$ cat config.mk
export PLATFORM = sky130hd
export DESIGN_NAME = seq_mul_add
export DESIGN_NICKNAME = d
export VERILOG_FILES = /design/src/rtl/div_pkg.sv /design/src/rtl/seq_mul_add.sv
export SDC_FILE = /design/constraint.sdc
export NUM_CORES = 1
export LEC_CHECK = 0
export CORE_ASPECT_RATIO = 0.9
export CORE_MARGIN = 3
export CORE_UTILIZATION = 25
export DETAILED_ROUTE_END_ITERATION = 8
export MAX_ROUTING_LAYER = met4
export SYNTH_ARGS = -nofsm -noshare
export SYNTH_HDL_FRONTEND = slang
export SYNTH_SLANG_ARGS = --single-unit
$ cat constraint.sdc
create_clock -name clk -period 3.9 [get_ports clk]
set_input_delay 0.585 -clock clk [delete_from_list [all_inputs] [get_ports clk]]
set_output_delay 0.585 -clock clk [all_outputs]
set_load 0.01 [all_outputs]
$ cat src/rtl/div_pkg.sv
// Shared constants and FSM state type for the divider / re-multiply slice.
package div_pkg;

    localparam int unsigned DEFAULT_N = 4;

    typedef enum logic [1:0] {
        IDLE,
        CALC,
        DONE
    } state_t;

endpackage

$ cat src/rtl/seq_mul_add.sv
// Sequential shift-and-add multiplier: P = Quo * M (+ Rem), one bit per clock.
// Optional addend input Rem is enabled by defining SEQ_MUL_ADDEND_EN.
module seq_mul_add
    import div_pkg::*;
#(
    parameter int N = DEFAULT_N
) (
    input  logic             clk,
    input  logic             rst,
    input  logic             start,
    input  logic [N-1:0]     Quo,
    input  logic [N-1:0]     M,
`ifdef SEQ_MUL_ADDEND_EN
    input  logic [N-1:0]     Rem,
`endif
    output logic             busy,
    output logic             done,
    output logic [2*N-1:0]   P
);

    localparam int CW = $clog2(N + 1);

    state_t            state;
    state_t            state_next;
    logic [N-1:0]      mplier;
    logic [2*N-1:0]    mcand;
    logic [2*N-1:0]    acc;
    logic [2*N-1:0]    acc_next;
    logic [2*N-1:0]    acc_init;
    logic [CW-1:0]     cnt;
    logic              last;

`ifdef SEQ_MUL_ADDEND_EN
    assign acc_init = {{N{1'b0}}, Rem};
`else
    assign acc_init = '0;
`endif

    // Conditional add of the shifted multiplicand and final-iteration detect
    always_comb begin
        acc_next = acc;
        if (mplier[0]) begin
            acc_next = acc + mcand;
        end
        last = (cnt == CW'(N - 1));
    end

    // State register
    always_ff @(posedge clk or posedge rst) begin
        if (rst) begin
            state <= IDLE;
        end else begin
            state <= state_next;
        end
    end

    // Next-state decode and handshake outputs
    always_comb begin
        state_next = state;
        busy       = 1'b0;
        done       = 1'b0;
        case (state)
            IDLE: begin
                if (start) begin
                    state_next = CALC;
                end
            end
            CALC: begin
                busy = 1'b1;
                if (last) begin
                    state_next = DONE;
                end
            end
            DONE: begin
                busy       = 1'b1;
                done       = 1'b1;
                state_next = IDLE;
            end
            default: state_next = IDLE;
        endcase
    end

    // Datapath: operand capture, shift-and-add iterations, result register
    always_ff @(posedge clk or posedge rst) begin
        if (rst) begin
            mplier <= '0;
            mcand  <= '0;
            acc    <= '0;
            cnt    <= '0;
            P      <= '0;
        end else begin
            case (state)
                IDLE: begin
                    if (start) begin
                        mplier <= Quo;
                        mcand  <= {{N{1'b0}}, M};
                        acc    <= acc_init;
                        cnt    <= '0;
                    end
                end
                CALC: begin
                    acc    <= acc_next;
                    mplier <= mplier >> 1;
                    mcand  <= mcand << 1;
                    cnt    <= cnt + 1'b1;
                    // The last iteration's sum goes straight to P, saving a cycle
                    if (last) begin
                        P <= acc_next;
                    end
                end
                default: ;
            endcase
        end
    end

endmodule

==> results of run 1 <==
[synth_stat cells]
master	n
a21o_2	1
mux2i_1	8
nand4_1	1
fa_1	1
a22o_1	11
a21oi_1	18
o2bb2ai_1	1
clkbuf_1	8
nand3_1	1
nand2b_1	2
or4b_1	1
a211oi_2	1
o31ai_1	2
buf_1	1
a21o_1	4
dfrtp_1	33
a41oi_2	1
ha_1	12
nor4_1	1
and2_1	1
o31a_1	1
or4_1	1
o211ai_1	2
nand2_1	24
nor3_1	2
a41oi_1	1
inv_1	9
nor2_1	5
o21bai_1	1
o21ai_0	15
xnor2_1	5
[routing by layer]
| layer | routed length, um | global-route usage | share of wire | vias to the layer above |
|---|---|---|---|---|
| met5 | 0 | - | 0 | - |
| met4 | 64 | 0.04331 | 0.017 | 0 |
| met3 | 144 | 0.03014 | 0.037 | 5 |
| met2 | 1619 | 0.1572 | 0.42 | 20 |
| met1 | 2031 | 0.1455 | 0.53 | 637 |
| li1 | - | - | - | 668 |
[worst max-delay path by stage]
stage / depth (start not counted) / to / from
4_1_cts: 6 / acc[7] / state[1]
6_report: 6 / P[7] / mcand[1]
3_3_place_gp: 6 / acc[6] / start
5_1_grt: 6 / acc[7] / state[1]
3_5_place_dp: 6 / acc[4] / start
2_1_floorplan: 6 / P[7] / mcand[1]
[state kept, by name (all words and copies together) (netlist names)]
signal	cells
P	8
acc	8
mcand	8
mplier	4
cnt	3
state	2
[where the power goes]
group	leakage (nW)	internal [mW]	switching, mW
Combinational	0.486	0.360	0.469
Clock	0.0443	0.140	0.123
Sequential	0.434	0.484	0.115
Total	0.964	0.984	0.707
[final cells by class]
type | instances | area [um2] | area share
repair buffers | 22 | 215.2 | 0.1009
well taps | 90 | 112.6 | 0.05279
inverters | 9 | 33.78 | 0.01584
multi-input cells | 124 | 859.6 | 0.4029
clock buffers | 7 | 86.33 | 0.04047
flip-flops and latches | 33 | 825.8 | 0.3871
[worst max-delay path: stages (launching register included)]
cell and delay, ns:
dfrtp_1 0.42, ha_1 0.34, a211oi_2 0.31, nor3_1 0.11, o31a_1 0.33, or4_1 0.43, a41oi_2 0.19
[cells by family (layout without fill, tap and decap cells)]
family | count (synthesis) | count (layout) | share of synthesized area
multiplexers | 8 | 8 | 0.04568
AO/OA/AOI/OAI | 59 | 59 | 0.2241
adder cells (fa/ha/maj) | 13 | 13 | 0.09707
flip-flops | 33 | 33 | 0.4711
buffers and inverters | 18 | 38 | 0.03854
AND/OR/NAND/NOR | 39 | 39 | 0.09851
XOR/XNOR | 5 | 5 | 0.02498
==> out/results.tsv, run 1 <==
metric	value	unit
Final Critical Period	2.211	ns
post-synth top area share	0.4711	
die height	85.44	um
post-route cell area	2133	um2
Nets	219	
Total Routing Usage GR	0.1094	
Fin. Hold Viols	0	
Non-Filler Instances	285	
Synth area leaders	dfrtp_1, ha_1, a22o_1	
largest net degree at the start of global routing	34	
CTS HTree Levels	2	
setup bufs post-CTS	0	
# rows	28	
Clock transition at path regs	0.07	ns
setup ws final	1.689	ns
Least-Margin Pin Slew	0.7918	ns
Final HPWL DP	2.746	mm
clk_lat worst skew	0.28	ns
commonest non-fill, non-tap cell in the layout	dfrtp_1	
clk buf depth	2	
Yosys cell types	31	
skew final	0.005793	ns
most frequent cells in the layout	dfrtp_1, nand2_1, clkdlybuf4s50_1	
clk sinks	33	
die width	94.27	um
First-pass DRT Iterations	4	
worst-path fanout max	4	
Initial Util	0.2620	
Critical Path Sink Type	flop	
core box area	6691	um2
Post-Syn Instances	175	
Die ar.	8054	um2
Antenna Cells	0	
r2r startpoint	mcand[1]	
Area Overhead vs Synth	21.70	%
Hold Crit Depth	2	
IO Pins	21	
Clock Tree Root	clkbuf_8	
#FFs+latches synth	33	
DRC violation count after routing	0	
TNS Setup	0	ns
FF-to-FF path depth	6	
post-place setup slack	1.615	ns
Fin Hold WS	0.4806	ns
hold endpoint	P[2]	
GPL Wtd Cong	0.7867	
vias in the first global route	1350	
Crit path required time	4.11	ns
Placed Area	2047	um2
CTS Buf Count	5	
Final Cycle Share	0.5669	
vias per cell	4.667	
WL/cell	13.54	um
syn_nets	199	
run status	complete, no violations	
Post-CTS Hold Buffers	0	
DRT Wirelength	3.860	mm
Syn. warnings	0	
RSZ-0062 raised after global routing	no	
Slew HR	0.4721	
IO buf count	20	
crit path DAT	2.42	ns
Max Cap Viol	0	
reg2reg end	P[7]	
synthesized area	1753	um2
startpoint class of the critical path	flop	
R2R setup slack	1.69	ns
HP Class	reg2reg	
Routed Antenna Nets	0	
leading area contributor after synthesis	dfrtp_1	
post-CTS sizing	0	
maximum vdd ir drop	323.3	uV
Slew Limit Fails	0	
Final setup viols	0	
drt initial violations	27	
total power draw	1.691	mW
CTS tree	built	
initial antenna violation count	0	
post-synthesis sequential area ratio	0.4711	
share of post-route cells with drive strength above 1	0.05641	
Final Util	0.3188	
Via Count	1330	
pwr dens	792.7	nW/um2
critical path class	reg2reg	
Congestion Overflow GR	0	
highest clock rate	0.4523	GHz
placed instance count	278	
Post-Syn Area per Cell	10.02	um2
Lkg Pwr	0.9636	nW
Fillers	681	
first-pass GRT wire length	6.568	mm
hold path startpoint	P[2]	
Note: power is estimated with default switching activity, not from simulation.
==> inputs of run 2 (changes only) <==
==> constraint.sdc (replaced) <==
create_clock -name clk -period 2.2 [get_ports clk]
set_input_delay 0.33 -clock clk [delete_from_list [all_inputs] [get_ports clk]]
set_output_delay 0.33 -clock clk [all_outputs]
set_load 0.01 [all_outputs]
==> out/results.tsv, run 2 (synthesis results as in run 1) <==
metric	value	unit
Antenna Cells	0	
Routed Antenna Nets	0	
skew final	0.003666	ns
reg2reg end	P[7]	
Placed Area	2092	um2
largest net degree at the start of global routing	34	
Fin. Hold Viols	0	
Clock Tree Root	clkbuf_8	
Fin Hold WS	0.4554	ns
Initial Util	0.2620	
IO buf count	20	
clk buf depth	2	
setup bufs post-CTS	0	
worst-path fanout max	4	
Via Count	1319	
highest clock rate	0.4790	GHz
Congestion Overflow GR	0	
DRC violation count after routing	0	
Crit path required time	2.40	ns
Lkg Pwr	0.9925	nW
Clock transition at path regs	0.06	ns
clk sinks	33	
# rows	28	
Least-Margin Pin Slew	0.5360	ns
Final HPWL DP	2.818	mm
HP Class	in2async	
clk_lat worst skew	0.28	ns
core box area	6691	um2
CTS tree	built	
drt initial violations	65	
most frequent cells in the layout	dfrtp_1, nand2_1, clkdlybuf4s50_1	
Final Cycle Share	0.9490	
r2r startpoint	acc[1]	
slowest CP cell	dfrtp_1	
vias in the first global route	1417	
DRT Wirelength	3.744	mm
slowest stage delay, CP	0.43	ns
crit path DAT	2.29	ns
initial antenna violation count	0	
Die ar.	8054	um2
startpoint class of the critical path	flop	
TNS Setup	0	ns
critical path class	reg2reg	
post-route cell area	2196	um2
placed instance count	284	
CTS Buf Count	5	
Slew HR	0.6394	
Max Cap Viol	0	
total power draw	3.083	mW
share of post-route cells with drive strength above 1	0.09453	
GPL Wtd Cong	0.7991	
First-pass DRT Iterations	4	
FF-to-FF path depth	6	
Critical Path Sink Type	flop	
commonest non-fill, non-tap cell in the layout	dfrtp_1	
run status	complete, no violations	
first-pass GRT wire length	6.699	mm
vias per cell	4.533	
Non-Filler Instances	291	
WL/cell	12.87	um
Nets	225	
Area Overhead vs Synth	25.27	%
Final setup viols	0	
biggest regs	P (8), acc (8), mcand (8)	
R2R setup slack	0.11	ns
die width	94.27	um
worst path cell trace	ha_1, a211oi_2, nor3_2, o31a_1, or4_1, a41oi_2	
pwr dens	1404	nW/um2
Slew Limit Fails	0	
Total Routing Usage GR	0.1084	
Final Critical Period	2.088	ns
IO Pins	21	
maximum vdd ir drop	493.4	uV
die height	85.44	um
RSZ-0062 raised after global routing	no	
CTS HTree Levels	2	
[run 2: cell types whose count changed in the layout (fill, tap and decap cells not counted)]
cell | previous run | this run
buf_4 | 2 | 8
nor3_2 | 0 | 1
ha_1 | 12 | 11
nor3_1 | 2 | 1
ha_4 | 0 | 1
[run 2: per-layer routing]
metal | global-route usage | routed length [um] | part of all wire
met1 | 0.1433 | 1929 | 0.52
met2 | 0.1637 | 1644 | 0.44
met3 | 0.02394 | 123 | 0.033
met4 | 0.03806 | 46 | 0.012
met5 | - | 0 | 0
[run 2: critical path: cells and delay by family, from the launching register on]
family	cells	cell delay, ns
fa+ha+maj	1	0.32
compound gates	3	0.77
flops	1	0.43
simple gates	2	0.51
[run 2: how the worst max path moves through the flow]
| stage | start | end | slack (ns) | depth (start not counted) |
|---|---|---|---|---|
| 6_report | acc[1] | P[7] | 0.11 | 6 |
| 5_1_grt | acc[1] | P[7] | 0.005 | 6 |
| 3_3_place_gp | acc[1] | P[7] | 0.13 | 6 |
| 3_5_place_dp | mcand[2] | P[7] | 0.11 | 6 |
| 4_1_cts | acc[1] | P[7] | 0.09 | 6 |
| 2_1_floorplan | mcand[1] | P[7] | 0.19 | 6 |
[run 2: repair_timing]
item,CTS,global route
endpoints found under the hold margin,0,0
gates resized for setup,0,2
hold buffers,0,0
setup endpoints to repair,0,2
[run 2: stage by stage]
stage / setup WS, ns / util
final: 0.1122 / 0.3282
after floorplan: 0.1853 / -
after detailed placement: 0.1086 / 0.3126
after CTS: 0.09399 / 0.3255
after global placement: 0.1300 / 0.3126
after global routing: 0.004972 / 0.3282
[run 2: cell type report]
class                      count  area, um2
tap                           90      112.6
clock buffer                   7      86.33
fill                         684       4496
multi-input combinational    124      877.1
sequential                    33      825.8
inverter                       9      33.78
timing repair buffer          28      260.3
[run 2: where the power goes]
part / leakage [nW] / internal (mW) / switching [mW] / total [mW]
Clock: 0.0443 / 0.248 / 0.203 / 0.451
Combinational: 0.514 / 0.723 / 0.846 / 1.57
Sequential: 0.434 / 0.859 / 0.205 / 1.06
==> inputs of run 3 (changes only) <==
--- a/config.mk
+++ b/config.mk
@@ -6,7 +6,7 @@
 export NUM_CORES = 1
 export LEC_CHECK = 0
 export CORE_ASPECT_RATIO = 0.9
-export CORE_MARGIN = 3
+export CORE_MARGIN = 1.5
 export CORE_UTILIZATION = 25
 export DETAILED_ROUTE_END_ITERATION = 8
 export MAX_ROUTING_LAYER = met4
==> out/results.tsv, run 3 (synthesis results as in run 1) <==
metric	value	unit
TNS Setup	0	ns
run status	complete, no violations	
Final setup viols	0	
CTS tree	built	
Internal	1.852	mW
biggest regs	P (8), acc (8), mcand (8)	
most frequent cells in the layout	dfrtp_1, nand2_1, clkdlybuf4s50_1	
RSZ-0062 raised after global routing	no	
vias in the first global route	1391	
HP Class	in2async	
skew final	0.009744	ns
CTS HTree Levels	2	
cell family with most CP delay	compound AO/OA/AOI/OAI gates	
setup ws final	0.09868	ns
Critical Path Sink Type	flop	
setup bufs post-CTS	0	
largest net degree at the start of global routing	34	
die height	82.44	um
# rows	28	
Routed Antenna Nets	0	
Initial Util	0.2620	
drt initial violations	64	
initial antenna violation count	0	
Slew Limit Fails	0	
WL/cell	13.51	um
FF-to-FF path depth	6	
pwr dens	1428	nW/um2
core box area	6691	um2
worst-path fanout max	4	
CTS Buf Count	5	
slowest CP cell	dfrtp_1	
DRC violation count after routing	0	
Clock Tree Root	clkbuf_8	
Fillers	684	
die width	91.27	um
Die ar.	7524	um2
Fin. Hold Viols	0	
share of post-route cells with drive strength above 1	0.09950	
r2r startpoint	acc[1]	
reg2reg end	P[7]	
Final HPWL DP	2.842	mm
Final Critical Period	2.101	ns
first-pass GRT wire length	6.858	mm
Slew HR	0.5876	
R2R setup slack	0.1	ns
Max Cap Viol	0	
startpoint class of the critical path	flop	
DRT Wirelength	3.930	mm
GPL Wtd Cong	0.7965	
clk sinks	33	
Least-Margin Pin Slew	0.6130	ns
Total Routing Usage GR	0.1213	
post-place setup slack	0.08639	ns
IO Pins	21	
commonest non-fill, non-tap cell in the layout	dfrtp_1	
worst path cell trace	ha_1, a211oi_2, nor3_2, o31a_1, or4_1, a41oi_2	
Clock power frac	0.163	
slowest stage delay, CP	0.42	ns
clk buf depth	2	
Via Count	1363	
Buf/Inv on CP	0	
clk_lat worst skew	0.29	ns
Congestion Overflow GR	0	
Antenna Cells	0	
critical path class	reg2reg	
crit path DAT	2.31	ns
Reg power frac	0.338	
Lkg Pwr	0.9975	nW
Nets	224	
highest clock rate	0.4759	GHz
Sw Pwr	1.294	mW
Crit path required time	2.41	ns
First-pass DRT Iterations	4	
Final Cycle Share	0.9551	
vias per cell	4.684	
maximum vdd ir drop	545.4	uV
Comb pwr share	0.499	
Area Overhead vs Synth	25.70	%
Clock transition at path regs	0.07	ns
IO buf count	20	
switching share of power	0.4113	
-- run 3: cell count changes in the layout (fill, tap and decap cells not counted), sizes merged --
cell	previous run	this run
buf	8	7
clkinv	0	1
-- run 3: timing repair --
| item | in CTS | in global routing |
|---|---|---|
| hold buffers | 0 | 0 |
| setup endpoints to repair | 0 | 2 |
| gates resized for setup | 0 | 2 |
-- run 3: power by group through the flow --
stage	sequential (mW)	clock (mW)	combinational, mW
after global routing	1.10	0.543	1.78
final	1.06	0.512	1.57
after detailed placement	1.07	0	1.56
after global placement	1.06	0	1.53
after CTS	1.06	0.519	1.57
after floorplan	1.03	0	1.04
-- run 3: worst max-delay path by stage --
stage	start	to	slack, ns	cells after the start
after global placement	acc[1]	P[7]	0.13	6
after detailed placement	mcand[2]	P[7]	0.09	6
after floorplan	mcand[1]	P[7]	0.19	6
after CTS	acc[1]	P[7]	0.06	6
final	acc[1]	P[7]	0.1	6
after global routing	acc[1]	P[7]	0.005	6
-- run 3: final cells by class --
type | count | area (um2) | share of cell area
multi-input cells | 124 | 877.1 | 0.3981
flip-flops and latches | 33 | 825.8 | 0.3748
repair buffers | 27 | 252.7 | 0.1147
well taps | 90 | 112.6 | 0.05111
clock buffers | 7 | 96.34 | 0.04373
inverters | 9 | 33.78 | 0.01533
clock inverters | 1 | 5.005 | 0.002271
-- run 3: metal layers --
metal	global-route usage	vias to the layer above	share of wire
met5	-	-	0
met4	0.04219	0	0.015
met3	0.02930	7	0.044
met2	0.1851	31	0.43
met1	0.1585	650	0.51
li1	-	675	-
-- run 3: per-stage QoR --
step	total power, mW	instances	hold slack, ns	instance area [um2]	util
after detailed placement	2.632	283	0.4737	2085	0.3115
after floorplan	2.074	175	0.4496	1753	-
after global placement	2.595	283	0.4635	2085	0.3115
final	3.146	291	0.4422	2203	0.3293
after global routing	3.424	291	0.5209	2203	0.3293
after CTS	3.152	291	0.4716	2186	0.3267
-- run 3: worst reg2reg max path, cell delays in order (launching register included) --
cell	delay, ns
dfrtp_1	0.42
ha_1	0.32
a211oi_2	0.24
nor3_2	0.08
o31a_1	0.32
or4_1	0.42
a41oi_2	0.21
